--- config.mk ---
export PLATFORM = sky130hd
export DESIGN_NAME = msrv32_machine_control_flat
export DESIGN_NICKNAME = d
export VERILOG_FILES = /design/src/rtl/msrv32_machine_control_if.sv /design/src/rtl/msrv32_machine_control.sv /design/src/flat_wrapper.sv
export SDC_FILE = /design/constraint.sdc
export NUM_CORES = 1
export LEC_CHECK = 0
export ABC_AREA = 0
export CAP_MARGIN = 25
export CORE_MARGIN = 2
export CORE_UTILIZATION = 25
export DETAILED_ROUTE_END_ITERATION = 12
export GPL_ROUTABILITY_DRIVEN = 0
export PLACE_DENSITY = 0.8
export SLEW_MARGIN = 20
export SYNTH_ARGS = -nofsm -noshare
export SYNTH_HDL_FRONTEND = slang
export SYNTH_SLANG_ARGS = --single-unit
--- constraint.sdc ---
create_clock -name clk_in -period 1.5 [get_ports clk_in]
set_clock_uncertainty 0.1 [all_clocks]
set_input_delay 0.225 -clock clk_in [delete_from_list [all_inputs] [get_ports clk_in]]
set_output_delay 0.225 -clock clk_in [all_outputs]
set_load 0.02 [all_outputs]
--- src/rtl/msrv32_machine_control_if.sv ---
// Bus between the MSRV32 decoder/CSR side and the machine-control sequencer.
// The master modport is the core side that supplies decode flags,
// instruction fields and interrupt lines. The slave modport is the
// sequencer that answers with trap/return control.
interface msrv32_machine_control_if;
    // decoder exception flags
    logic       illegal_instr_in;
    logic       misaligned_load_in;
    logic       misaligned_store_in;
    logic       misaligned_instr_in;
    // SYSTEM instruction fields
    logic [4:0] opcode_6_to_2_in;
    logic [2:0] funct3_in;
    logic [6:0] funct7_in;
    logic [4:0] rs1_addr_in;
    logic [4:0] rs2_addr_in;
    logic [4:0] rd_addr_in;
    // interrupt enables and requests
    logic       mie_in;
    logic       meie_in;
    logic       mtie_in;
    logic       msie_in;
    logic       e_irq_in;
    logic       t_irq_in;
    logic       s_irq_in;
    // sequencer outputs
    logic       trap_taken_out;
    logic       i_or_e_out;
    logic [3:0] cause_out;
    logic       set_cause_out;
    logic       set_epc_out;
    logic       mie_clear_out;
    logic       mie_set_out;
    logic       instret_inc_out;
    logic       misaligned_exception_out;
    logic [1:0] pc_src_out;
    logic       flush_out;

    modport master (
        output illegal_instr_in, misaligned_load_in, misaligned_store_in, misaligned_instr_in,
        output opcode_6_to_2_in, funct3_in, funct7_in, rs1_addr_in, rs2_addr_in, rd_addr_in,
        output mie_in, meie_in, mtie_in, msie_in, e_irq_in, t_irq_in, s_irq_in,
        input  trap_taken_out, i_or_e_out, cause_out, set_cause_out, set_epc_out,
        input  mie_clear_out, mie_set_out, instret_inc_out, misaligned_exception_out,
        input  pc_src_out, flush_out
    );

    modport slave (
        input  illegal_instr_in, misaligned_load_in, misaligned_store_in, misaligned_instr_in,
        input  opcode_6_to_2_in, funct3_in, funct7_in, rs1_addr_in, rs2_addr_in, rd_addr_in,
        input  mie_in, meie_in, mtie_in, msie_in, e_irq_in, t_irq_in, s_irq_in,
        output trap_taken_out, i_or_e_out, cause_out, set_cause_out, set_epc_out,
        output mie_clear_out, mie_set_out, instret_inc_out, misaligned_exception_out,
        output pc_src_out, flush_out
    );
endinterface

--- src/rtl/msrv32_machine_control.sv ---
// MSRV32 machine-mode trap and return sequencer.
// Detects exceptions, interrupts and mret in the OPERATING state, flags the
// trap combinationally to the decoder, then spends one cycle in TRAP_TAKEN
// or TRAP_RETURN issuing CSR strobes, flush and PC source selection.
// Optional feature macro: MSRV32_IRQ_EN (interrupt detection and the
// interrupt cause path). Without it, irq is constant 0 and i_or_e_out is 0.
module msrv32_machine_control (
    input logic                      clk_in,
    input logic                      rst_in,
    msrv32_machine_control_if.slave  bus
);

    typedef enum logic [1:0] {
        ST_RESET       = 2'b00,
        ST_OPERATING   = 2'b01,
        ST_TRAP_TAKEN  = 2'b10,
        ST_TRAP_RETURN = 2'b11
    } state_t;

    state_t     state;
    state_t     next_state;

    logic       is_system;
    logic       ecall;
    logic       ebreak;
    logic       mret;
    logic       exc;
    logic       irq;
    logic [3:0] exc_cause;
    logic [3:0] irq_cause;
    logic [3:0] cause_q;
    logic       i_or_e_q;
    logic       trap_req;

    // SYSTEM decode: only the rs1 = rd = 0, funct3 = 000 forms are privileged ops
    assign is_system = (bus.opcode_6_to_2_in == 5'b11100) && (bus.funct3_in == 3'b000) &&
                       (bus.rs1_addr_in == 5'd0) && (bus.rd_addr_in == 5'd0);
    assign ecall  = is_system && (bus.funct7_in == 7'b0000000) && (bus.rs2_addr_in == 5'b00000);
    assign ebreak = is_system && (bus.funct7_in == 7'b0000000) && (bus.rs2_addr_in == 5'b00001);
    assign mret   = is_system && (bus.funct7_in == 7'b0011000) && (bus.rs2_addr_in == 5'b00010);

    assign exc = bus.misaligned_instr_in | bus.illegal_instr_in | ebreak |
                 bus.misaligned_load_in | bus.misaligned_store_in | ecall;

`ifdef MSRV32_IRQ_EN
    assign irq = bus.mie_in & ((bus.meie_in & bus.e_irq_in) |
                               (bus.mtie_in & bus.t_irq_in) |
                               (bus.msie_in & bus.s_irq_in));

    // Interrupt cause priority: external, then software, then timer
    always_comb begin
        irq_cause = 4'd7;
        if (bus.meie_in && bus.e_irq_in)
            irq_cause = 4'd11;
        else if (bus.msie_in && bus.s_irq_in)
            irq_cause = 4'd3;
    end
`else
    // Interrupt inputs stay on the port list but have no effect in this build
    logic unused_irq_inputs;
    assign unused_irq_inputs = ^{bus.mie_in, bus.meie_in, bus.mtie_in, bus.msie_in,
                                 bus.e_irq_in, bus.t_irq_in, bus.s_irq_in};
    assign irq       = 1'b0;
    assign irq_cause = 4'd0;
`endif

    assign trap_req = exc | irq;

    // Exception cause priority, highest first
    always_comb begin
        exc_cause = 4'd11;
        if (bus.misaligned_instr_in)
            exc_cause = 4'd0;
        else if (bus.illegal_instr_in)
            exc_cause = 4'd2;
        else if (ebreak)
            exc_cause = 4'd3;
        else if (bus.misaligned_load_in)
            exc_cause = 4'd4;
        else if (bus.misaligned_store_in)
            exc_cause = 4'd6;
    end

    // State register; reset overrides every state
    always_ff @(posedge clk_in) begin
        if (rst_in)
            state <= ST_RESET;
        else
            state <= next_state;
    end

    // Next-state logic; trap and return states last exactly one cycle
    always_comb begin
        next_state = state;
        case (state)
            ST_RESET:       next_state = ST_OPERATING;
            ST_OPERATING: begin
                if (trap_req)
                    next_state = ST_TRAP_TAKEN;
                else if (mret)
                    next_state = ST_TRAP_RETURN;
            end
            ST_TRAP_TAKEN:  next_state = ST_OPERATING;
            ST_TRAP_RETURN: next_state = ST_OPERATING;
            default:        next_state = ST_RESET;
        endcase
    end

    // Cause capture on trap entry; exceptions take precedence over interrupts
    always_ff @(posedge clk_in) begin
        if (rst_in) begin
            cause_q  <= 4'd0;
            i_or_e_q <= 1'b0;
        end else if (state == ST_OPERATING && trap_req) begin
            cause_q  <= exc ? exc_cause : irq_cause;
            i_or_e_q <= ~exc;
        end
    end

    assign bus.cause_out  = cause_q;
`ifdef MSRV32_IRQ_EN
    assign bus.i_or_e_out = i_or_e_q;
`else
    assign bus.i_or_e_out = 1'b0;
    logic unused_i_or_e;
    assign unused_i_or_e = i_or_e_q;
`endif

    // Per-state outputs; OPERATING also reflects the live decode
    always_comb begin
        bus.trap_taken_out           = 1'b0;
        bus.set_cause_out            = 1'b0;
        bus.set_epc_out              = 1'b0;
        bus.mie_clear_out            = 1'b0;
        bus.mie_set_out              = 1'b0;
        bus.instret_inc_out          = 1'b0;
        bus.misaligned_exception_out = 1'b0;
        bus.pc_src_out               = 2'b00;
        bus.flush_out                = 1'b0;
        case (state)
            ST_RESET: begin
                bus.pc_src_out = 2'b00;
                bus.flush_out  = 1'b1;
            end
            ST_OPERATING: begin
                bus.pc_src_out               = 2'b11;
                bus.trap_taken_out           = trap_req;
                bus.instret_inc_out          = ~(trap_req | mret);
                bus.misaligned_exception_out = bus.misaligned_instr_in |
                                               bus.misaligned_load_in |
                                               bus.misaligned_store_in;
            end
            ST_TRAP_TAKEN: begin
                bus.pc_src_out    = 2'b10;
                bus.flush_out     = 1'b1;
                bus.set_cause_out = 1'b1;
                bus.set_epc_out   = 1'b1;
                bus.mie_clear_out = 1'b1;
            end
            ST_TRAP_RETURN: begin
                bus.pc_src_out  = 2'b01;
                bus.flush_out   = 1'b1;
                bus.mie_set_out = 1'b1;
            end
            default: begin
                bus.pc_src_out = 2'b00;
                bus.flush_out  = 1'b1;
            end
        endcase
    end

endmodule

--- src/flat_wrapper.sv ---
// flat-port wrapper written by rule: the top's interface ports become plain ports
module msrv32_machine_control_flat 
  (clk_in, rst_in, bus_illegal_instr_in, bus_misaligned_load_in, bus_misaligned_store_in, bus_misaligned_instr_in, bus_opcode_6_to_2_in, bus_funct3_in, bus_funct7_in, bus_rs1_addr_in, bus_rs2_addr_in, bus_rd_addr_in, bus_mie_in, bus_meie_in, bus_mtie_in, bus_msie_in, bus_e_irq_in, bus_t_irq_in, bus_s_irq_in, bus_trap_taken_out, bus_i_or_e_out, bus_cause_out, bus_set_cause_out, bus_set_epc_out, bus_mie_clear_out, bus_mie_set_out, bus_instret_inc_out, bus_misaligned_exception_out, bus_pc_src_out, bus_flush_out);
  msrv32_machine_control_if bus_i ();
  input logic clk_in;
  input logic rst_in;
  input wire logic [$bits(bus_i.illegal_instr_in)-1:0] bus_illegal_instr_in;
  input wire logic [$bits(bus_i.misaligned_load_in)-1:0] bus_misaligned_load_in;
  input wire logic [$bits(bus_i.misaligned_store_in)-1:0] bus_misaligned_store_in;
  input wire logic [$bits(bus_i.misaligned_instr_in)-1:0] bus_misaligned_instr_in;
  input wire logic [$bits(bus_i.opcode_6_to_2_in)-1:0] bus_opcode_6_to_2_in;
  input wire logic [$bits(bus_i.funct3_in)-1:0] bus_funct3_in;
  input wire logic [$bits(bus_i.funct7_in)-1:0] bus_funct7_in;
  input wire logic [$bits(bus_i.rs1_addr_in)-1:0] bus_rs1_addr_in;
  input wire logic [$bits(bus_i.rs2_addr_in)-1:0] bus_rs2_addr_in;
  input wire logic [$bits(bus_i.rd_addr_in)-1:0] bus_rd_addr_in;
  input wire logic [$bits(bus_i.mie_in)-1:0] bus_mie_in;
  input wire logic [$bits(bus_i.meie_in)-1:0] bus_meie_in;
  input wire logic [$bits(bus_i.mtie_in)-1:0] bus_mtie_in;
  input wire logic [$bits(bus_i.msie_in)-1:0] bus_msie_in;
  input wire logic [$bits(bus_i.e_irq_in)-1:0] bus_e_irq_in;
  input wire logic [$bits(bus_i.t_irq_in)-1:0] bus_t_irq_in;
  input wire logic [$bits(bus_i.s_irq_in)-1:0] bus_s_irq_in;
  output wire logic [$bits(bus_i.trap_taken_out)-1:0] bus_trap_taken_out;
  output wire logic [$bits(bus_i.i_or_e_out)-1:0] bus_i_or_e_out;
  output wire logic [$bits(bus_i.cause_out)-1:0] bus_cause_out;
  output wire logic [$bits(bus_i.set_cause_out)-1:0] bus_set_cause_out;
  output wire logic [$bits(bus_i.set_epc_out)-1:0] bus_set_epc_out;
  output wire logic [$bits(bus_i.mie_clear_out)-1:0] bus_mie_clear_out;
  output wire logic [$bits(bus_i.mie_set_out)-1:0] bus_mie_set_out;
  output wire logic [$bits(bus_i.instret_inc_out)-1:0] bus_instret_inc_out;
  output wire logic [$bits(bus_i.misaligned_exception_out)-1:0] bus_misaligned_exception_out;
  output wire logic [$bits(bus_i.pc_src_out)-1:0] bus_pc_src_out;
  output wire logic [$bits(bus_i.flush_out)-1:0] bus_flush_out;
  assign bus_i.illegal_instr_in = bus_illegal_instr_in;
  assign bus_i.misaligned_load_in = bus_misaligned_load_in;
  assign bus_i.misaligned_store_in = bus_misaligned_store_in;
  assign bus_i.misaligned_instr_in = bus_misaligned_instr_in;
  assign bus_i.opcode_6_to_2_in = bus_opcode_6_to_2_in;
  assign bus_i.funct3_in = bus_funct3_in;
  assign bus_i.funct7_in = bus_funct7_in;
  assign bus_i.rs1_addr_in = bus_rs1_addr_in;
  assign bus_i.rs2_addr_in = bus_rs2_addr_in;
  assign bus_i.rd_addr_in = bus_rd_addr_in;
  assign bus_i.mie_in = bus_mie_in;
  assign bus_i.meie_in = bus_meie_in;
  assign bus_i.mtie_in = bus_mtie_in;
  assign bus_i.msie_in = bus_msie_in;
  assign bus_i.e_irq_in = bus_e_irq_in;
  assign bus_i.t_irq_in = bus_t_irq_in;
  assign bus_i.s_irq_in = bus_s_irq_in;
  assign bus_trap_taken_out = bus_i.trap_taken_out;
  assign bus_i_or_e_out = bus_i.i_or_e_out;
  assign bus_cause_out = bus_i.cause_out;
  assign bus_set_cause_out = bus_i.set_cause_out;
  assign bus_set_epc_out = bus_i.set_epc_out;
  assign bus_mie_clear_out = bus_i.mie_clear_out;
  assign bus_mie_set_out = bus_i.mie_set_out;
  assign bus_instret_inc_out = bus_i.instret_inc_out;
  assign bus_misaligned_exception_out = bus_i.misaligned_exception_out;
  assign bus_pc_src_out = bus_i.pc_src_out;
  assign bus_flush_out = bus_i.flush_out;
  msrv32_machine_control u_core (.clk_in(clk_in), .rst_in(rst_in), .bus(bus_i));
endmodule
==> impl_metrics.tcl, run 1 <==
set metrics [dict create \
    yosysUniqueCellTypes 31 \
    dpl.hpwl_um 1510 \
    grt_max_degree 7 \
    firstDrtPassIters 4 \
    worstPathArrival_ns 1.34 \
    num_rows 16 \
    antenna_found_initial 0 \
    slew_violations 0 \
    violations "setup timing" \
    netlist.area_leader.share 0.225 \
    power_uw 649 \
    yosysTopAreaCell "dfxtp_1" \
    rr_worst_depth 5 \
    path_class "in -> out" \
    dpl_worst_slack_ns -0.938 \
    clockRootBuffer "clkbuf_4" \
    r2r_slack_ns 0.30 \
    synthTopCellsByCount "dfxtp_1, inv_1, nand2_1" \
    yosys_warnings 0 \
    ctsHtreeMaxLevel 1 \
    power_density_nw_per_um2 467 \
    synthFlopType "dfxtp_1" \
    syn_nets 110 \
    syn_area_um2 534 \
    drive_gt1_frac 0.640 \
    fillers 152 \
    cts.sinks 6 \
    fin_nets 188 \
    first_global_vias 818 \
    fmax_mhz 602 \
    wl_per_cell_um 13.2 \
    portBuffers 49 \
    hold_start "u_core.bus.cause_out[0]$_SDFFE_PP0P_" \
    vias 797 \
    r2r-start "u_core.state[1]$_SDFFE_PP0P_" \
    start_kind "input pin" \
    drtIter0Drc 9 \
    cts_hold_buf 0 \
    drc_errors 0 \
    synth-edff-count 0 \
    area_delta_synth_final_pct 160 \
    ys_ff_latch 6 \
    fin_crit_ns 1.66 \
    layout_setup_ws_ns -0.162 \
    synthCells 63 \
    seq_area_frac_synth 0.225 \
    min_path_cells 2 \
    critPathRequiredTime_ns 1.17 \
    maxCapViolations 0 \
    ys_async_sr_fraction 0 \
    startpoint "bus_rs1_addr_in[4]" \
    syn_area_per_cell_um2 8.48 \
    cts_buffer_depth 2 \
    p_leak_uw 0.000627 \
    ios 58 \
    initial_core_util 0.270 \
    finalSetupViolations 4 \
    clk_pin_slew_ns 0.04 \
    die_w_um 50.2 \
    drt-total-wl_um 2190 \
    grt-ovfl-total 0 \
    drt.antenna.violating_nets 0 \
    outcome "finished with violations" \
    cts_tree "built" \
    hold_violations 0 \
    clock_latency_ns 0.24 \
    die_area_um2 2520 \
    die_y_um 50.2 \
    core_area_um2 1980 \
    synthTopCellsByArea "dfxtp_1, ha_1, nor4_2" \
    rsz0062_at_grt "true" \
    viasPerCell 4.80 \
    layout_worst_path_cycle_share 1.11 \
    n_antenna_cell 0 \
    peakVddDrop_mv 0.260 \
    cp-end-kind "output pin" \
    cts_inserted_buffers 3 \
    grt_pass1_wl_um 3260 \
    path_max_fanout 3 \
    grt_usage 0.171 \
    hold_path.class "reg -> reg" \
]
## critical path, cell delays in order
cell       delay [ns]
buf_6            0.10
nor4_4           0.33
and2_4           0.22
o2111ai_4        0.13
and3_4           0.21
buf_6            0.12
## per-stage QoR
| step | utilization | area [um2] | hold slack (ns) | std cells | setup TNS [ns] |
|---|---|---|---|---|---|
| CTS | 0.652 | 1290 | 0.359 | 164 | -0.217 |
| global route | 0.701 | 1390 | 0.394 | 166 | -0.757 |
| finish | 0.701 | 1390 | 0.359 | 166 | -0.250 |
| global placement | 0.587 | 1160 | 0.349 | 153 | -5.69 |
| detailed placement | 0.587 | 1160 | 0.357 | 153 | -6.18 |
| floorplan | - | 534 | 0.197 | 63 | -0.00210 |
## area by class of cell
cell class              count  area [um2]  share of cell area
clock buffers               3        22.5              0.0162
repair buffers             76         652               0.469
flip-flops and latches      6         123              0.0882
well taps                  27        33.8              0.0243
inverters                   6        25.0              0.0180
multi-input cells          48         534               0.384
## path summary, 6_finish.rpt
path	to
worst min-delay path	u_core.bus.cause_out[0]$_SDFFE_PP0P_
worst max-delay path	bus_instret_inc_out
worst min register to register	u_core.bus.cause_out[0]$_SDFFE_PP0P_
worst max register to register	u_core.bus.cause_out[2]$_SDFFE_PP0P_
## layout by cell type, fill, tap and decap left out, types with 3 or more instances in the layout
cell type        count
nor4_4               4
buf_2               10
nand2_1              5
buf_4               23
dlygate4sd2_1       10
buf_6               19
nand4_1              3
ha_4                 3
mux2i_1              3
clkbuf_2             3
inv_2                3
clkdlybuf4s15_1      8
clkbuf_4             3
dfxtp_1              4
## cell families after synthesis
logic type / share of synthesized area
other: 0.00702
AND/OR/NAND/NOR: 0.408
buffers and inverters: 0.0843
adder cells (fa/ha/maj): 0.0937
flip-flops: 0.225
multiplexers: 0.0562
AO/OA/AOI/OAI: 0.126
## repair_timing
item | in CTS | in global routing
endpoints found under the hold margin | 0 | 0
gates resized for setup | 168 | 28
pin swaps | 22 | 17
setup endpoints to repair | 20 | 9
buffers inserted | 8 | 4
## per-layer routing
metal / up-vias / global-route usage / wire, um
li1: 386 / - / -
met1: 367 / 0.168 / 803
met2: 40 / 0.307 / 1230
met3: 4 / 0.0357 / 129
met4: 0 / 0.139 / 30
met5: - / 0 / 0
## sequential cells by signal (all words and copies together) (netlist names)
register	flops
u_core.state	2
u_core.bus.cause_out	4
## power breakdown
part | internal, uW | switching, uW | leakage (uW)
clock network | 90.5 | 57.6 | 0.0000138
registers | 170 | 6.60 | 0.0000497
logic | 176 | 148 | 0.000564
total | 437 | 212 | 0.000627
(Power assumes the default switching activity.)
==> run 2: changes to the inputs <==
Settings changed: CORE_ASPECT_RATIO set to 1.1.
Clock period 1.5 ns to 1.4 ns, I/O delays scaled along.
==> run 2 against run 1 <==
Effect of this change:
- the flow still finishes with violations (setup timing)
- largest cell class unchanged
- critical path depth unchanged
- non-clock buffer count down 3
- highest routed layer unchanged
- clock-buffer cell count did not move
- final cell count is 1.2% lower
- die area hardly changed
- hold slack improved by 0.0073 ns
- critical path type unchanged
- first-iteration DRC count up 11%
==> impl_metrics.tcl, run 2 (synthesis gave the netlist of run 1 again) <==
set metrics [dict create \
    outcome "finished with violations" \
    violations "setup timing" \
    crit_path_max_incr_delay_ns 0.29 \
    clockRootBuffer "clkbuf_4" \
    post-route-util 0.698 \
    clockPowerShare 0.234 \
    layout_setup_ws_ns -0.243 \
    final_common_cell "buf_4" \
    hold_violations 0 \
    peakVddDrop_mv 0.234 \
    p_leak_uw 0.000615 \
    worstPathArrival_ns 1.33 \
    startpoint "bus_funct3_in[0]" \
    postPlaceCellArea_um2 1220 \
    hold_path.class "reg -> reg" \
    layout_worst_path_cycle_share 1.17 \
    dpl_worst_slack_ns -1.04 \
    path_class "in -> out" \
    path_max_fanout 2 \
    firstDrtPassIters 4 \
    fin_crit_ns 1.64 \
    fmax_mhz 609 \
    drc_errors 0 \
    power_density_nw_per_um2 518 \
    grt_use_met2 0.387 \
    clock_latency_ns 0.25 \
    grt_max_degree 6 \
    area_delta_synth_final_pct 164 \
    setup-tns-final_ns -0.699 \
    use_met3 0.0276 \
    top_usage_layer "met2" \
    dpl.hpwl_um 1640 \
    maxCapViolations 0 \
    fin_hold_ws_ns 0.367 \
    fin_nets 185 \
    path_delay_family "simple AND/OR/NAND/NOR gates" \
    cts_hold_buf 0 \
    critPathBufInv 2 \
    p_sw_uw 247 \
    die_area_um2 2520 \
    vias 791 \
    cts_inserted_buffers 3 \
    cts.sinks 6 \
    cp-end-kind "output pin" \
    first_global_vias 839 \
    slowest_stage "nor4b_4" \
    ctsHtreeMaxLevel 1 \
    slew_violations 0 \
    critPathRequiredTime_ns 1.09 \
    n_antenna_cell 0 \
    final_cell_area_um2 1410 \
    clk_pin_slew_ns 0.05 \
    wl_per_cell_um 13.5 \
    swShare 0.338 \
    cp_common_cell "buf_6" \
    cts_tree "built" \
    grt_usage 0.202 \
    antenna_found_initial 0 \
    start_kind "input pin" \
    cts_buffer_depth 2 \
    final_cell_mix "buf_4, buf_6, dlygate4sd2_1, buf_2, clkdlybuf4s15_1" \
    finalSetupViolations 7 \
    drt.antenna.violating_nets 0 \
    ios 58 \
    drt-total-wl_um 2210 \
    fillers 149 \
    num_rows 17 \
    core_area_um2 2020 \
    r2r-start "u_core.state[1]$_SDFFE_PP0P_" \
    initial_core_util 0.264 \
    intPower_uw 484 \
    hold_start "u_core.bus.cause_out[0]$_SDFFE_PP0P_" \
    power_frac_seq 0.258 \
    rsz0062_at_grt "true" \
    die_y_um 52.5 \
    combPwrFrac 0.508 \
    multi_input_area_um2 559 \
    largest_reg_flops 4 \
    grt_pass1_wl_um 3510 \
    seq_area_um2 125 \
    path_cells "buf_6, nor4b_4, and4_4, o2111ai_4, and3_4, buf_6" \
    grt-ovfl-total 0 \
    portBuffers 49 \
    drtIter0Drc 10 \
    viasPerCell 4.82 \
    use_met1 0.184 \
    die_w_um 48.1 \
    drive_gt1_frac 0.632 \
]
## run 2: cell types whose count changed in the layout (fill, tap and decap cells not counted), moves of 2 or more
| cell | delta |
|---|---|
| clkdlybuf4s15_2 | -2 |
| clkbuf_2 | -2 |
| nor3_2 | +2 |
| dlygate4sd2_1 | +2 |
| buf_2 | -2 |
## run 2: what timing repair did
item,4_1_cts,5_1_grt
buffers inserted,6,1
gates resized for setup,189,16
pin swaps,24,16
endpoints found under the hold margin,0,0
setup endpoints to repair,20,14
## run 2: worst register-to-register path, stage by stage, from the launching register on
cell and delay [ns]:
dfxtp_2 0.33, inv_2 0.05, ha_4 0.19, buf_4 0.14, nand2_2 0.06, buf_4 0.13
mux2i_1 0.19
## run 2: area by class of cell
class,count,share of cell area
sequential,6,0.0887
timing repair buffer,73,0.453
inverter,6,0.0213
tap,28,0.0248
multi-input combinational,48,0.397
clock buffer,3,0.0160
## run 2: power groups by stage
stage / clock network, uW / registers, uW / logic, uW
2_1_floorplan: 0 / 197 / 102
3_3_place_gp: 0 / 189 / 319
3_5_place_dp: 0 / 190 / 328
4_1_cts: 173 / 189 / 353
5_1_grt: 179 / 190 / 397
6_report: 171 / 189 / 371
## run 2: worst paths after layout
| path | depth (start not counted) | slack, ns | to |
|---|---|---|---|
| hold reg to reg | 2 | 0.37 | u_core.bus.cause_out[0]$_SDFFE_PP0P_ |
| hold / removal | 2 | 0.37 | u_core.bus.cause_out[0]$_SDFFE_PP0P_ |
| setup reg to reg | 6 | 0.15 | u_core.bus.cause_out[2]$_SDFFE_PP0P_ |
| setup / recovery | 6 | -0.24 | bus_instret_inc_out |
## run 2: per-stage QoR
step | total power, uW | cells
2_1_floorplan | 300 | 63
3_3_place_gp | 509 | 157
3_5_place_dp | 518 | 157
4_1_cts | 716 | 165
5_1_grt | 766 | 164
6_report | 731 | 164
## run 2: metal layers
layer	up-vias	routed length, um
met4	0	32
met5	-	0
li1	380	-
met3	3	141
met2	44	1310
met1	364	728
==> run 3: changes to the inputs <==
Settings changed: CORE_UTILIZATION 25 to 26, CTS_BUF_LIST set to sky130_fd_sc_hd__clkbuf_2, PLACE_DENSITY 0.8 to 0.83.
==> run 3 against run 2 <==
Effect of this change:
- the flow still finishes with violations (setup timing)
- critical path depth did not move
- sequential share of layout area barely moved
- sequential cell count did not move
- final area fell by 1.5%
- wire length rose by 0.27%
- power fell by 7.5%
- via count rose by 2.3%
- combinational power fell by 5%
- non-clock buffer count rose by 3
- sequential power barely moved
- fmax fell by 1.4%
- first-iteration DRC count fell by 30%
- critical path type unchanged
- largest cell class unchanged
- largest power group unchanged
==> impl_metrics.tcl, run 3 (synthesis gave the netlist of run 1 again) <==
set metrics [dict create \
    outcome "finished with violations" \
    violations "setup timing" \
    critPathRequiredTime_ns 1.09 \
    ios 58 \
    drive_gt1_frac 0.669 \
    rsz0062_at_grt "true" \
    r2r-start "u_core.state[0]$_SDFFE_PP0P_" \
    layout_setup_ws_ns -0.266 \
    area_delta_synth_final_pct 160 \
    slowest_stage "nor4_4" \
    power_density_nw_per_um2 487 \
    grt-ovfl-total 0 \
    cts_buffer_depth 2 \
    dp_cells 154 \
    ctsHtreeMaxLevel 1 \
    worstPathArrival_ns 1.36 \
    dpl_worst_slack_ns -1.02 \
    start_kind "input pin" \
    post-route-util 0.702 \
    initial_core_util 0.270 \
    crit_path_max_incr_delay_ns 0.31 \
    cp-end-kind "output pin" \
    maxCapViolations 0 \
    fin_nets 188 \
    core_area_um2 1980 \
    seq_area_um2 123 \
    hold_end "u_core.bus.cause_out[2]$_SDFFE_PP0P_" \
    clk_pin_slew_ns 0.06 \
    cts.sinks 6 \
    portBuffers 49 \
    r2r_slack_ns 0.20 \
    r2r_end "u_core.bus.cause_out[1]$_SDFFE_PP0P_" \
    first_global_vias 839 \
    grt_usage 0.189 \
    vias 809 \
    p_leak_uw 0.000622 \
    drc_errors 0 \
    final_cell_mix "buf_6, buf_4, dlygate4sd2_1, clkbuf_2, buf_2" \
    rr_worst_depth 5 \
    path_max_fanout 2 \
    finalSetupViolations 8 \
    firstDrtPassIters 2 \
    finalNonFillerCells 167 \
    min_path_cells 2 \
    die_area_um2 2430 \
    viasPerCell 4.84 \
    cp_common_cell "buf_6" \
    cts_tree "built" \
    die_y_um 51.5 \
    drt.antenna.violating_nets 0 \
    clockRootBuffer "clkbuf_2" \
    multi_input_area_um2 534 \
    layout_worst_path_cycle_share 1.19 \
    grt_pass1_wl_um 3270 \
    grt_max_degree 8 \
    path_class "in -> out" \
    hold_violations 0 \
    largest_reg_flops 4 \
    slew_violations 0 \
    fillers 172 \
    hold_path.class "reg -> reg" \
    wl_per_cell_um 13.3 \
    hold_start "u_core.bus.cause_out[2]$_SDFFE_PP0P_" \
    cts_inserted_buffers 3 \
    die_w_um 47.2 \
    num_rows 17 \
    antenna_found_initial 0 \
    clock_latency_ns 0.24 \
    drt-total-wl_um 2210 \
    peakVddDrop_mv 0.253 \
    dpl.hpwl_um 1560 \
    fin_crit_ns 1.67 \
    path_cells "buf_6, nor4_4, and4_4, o2111ai_4, and3_4, buf_6" \
    n_antenna_cell 0 \
    drtIter0Drc 7 \
    fmax_mhz 600 \
]
## run 3: cell types whose count changed in the layout (fill, tap and decap cells not counted), sizes merged
cell | before | now
clkbuf | 4 | 8
buf | 51 | 54
clkdlybuf4s15 | 8 | 5
dlygate4sd2 | 12 | 11
## run 3: stage by stage
step | hold slack (ns) | instance area [um2] | total power, uW | setup TNS, ns
2_1_floorplan | 0.182 | 566 | 300 | -0.0345
3_3_place_gp | 0.347 | 1200 | 496 | -7.13
3_5_place_dp | 0.367 | 1200 | 505 | -7.72
4_1_cts | 0.373 | 1310 | 651 | -0.533
5_1_grt | 0.389 | 1390 | 718 | -1.62
6_report | 0.364 | 1390 | 676 | -0.801
## run 3: timing repair
| action | CTS | global route |
|---|---|---|
| setup buffers | 6 | 5 |
| setup endpoints to repair | 20 | 15 |
| pin swaps | 29 | 18 |
| resized for setup | 186 | 23 |
| hold buffers | 0 | 0 |
## run 3: how the worst max path moves through the flow
stage,startpoint,end,slack (ns)
floorplan,bus_rs1_addr_in[2],u_core.bus.cause_out[1]$_SDFFE_PP0P_,-0.03
global placement,bus_rs1_addr_in[3],bus_trap_taken_out,-0.96
detailed placement,bus_rs1_addr_in[3],bus_trap_taken_out,-1.02
CTS,bus_funct7_in[6],bus_instret_inc_out,-0.19
global route,bus_rd_addr_in[2],bus_trap_taken_out,-0.33
finish,bus_rd_addr_in[2],bus_instret_inc_out,-0.27
## run 3: report_power, final
group / internal (uW) / leakage, uW / total [uW] / switching (uW)
clock: 58.2 / 0.0000125 / 134 / 75.9
sequential: 182 / 0.0000497 / 188 / 6.75
combinational: 194 / 0.000560 / 354 / 159
total: 434 / 0.000622 / 676 / 242
## run 3: critical path: cells and delay by family
kind | cells | cell delay [ns]
simple gates | 3 | 0.80
buf+inv | 2 | 0.21
compound gates | 1 | 0.12
## run 3: layer usage
layer	share of wire	track usage
met1	0.32	0.179
met2	0.57	0.338
met3	0.061	0.0313
met4	0.052	0.148
met5	0	0
## run 3: layout make-up
| class | instances | area share |
|---|---|---|
| Timing Repair Buffer | 76 | 0.471 |
| Multi-Input combinational cell | 48 | 0.385 |
| Sequential cell | 6 | 0.0883 |
| Tap cell | 28 | 0.0252 |
| Inverter | 6 | 0.0198 |
| Clock buffer | 3 | 0.0108 |
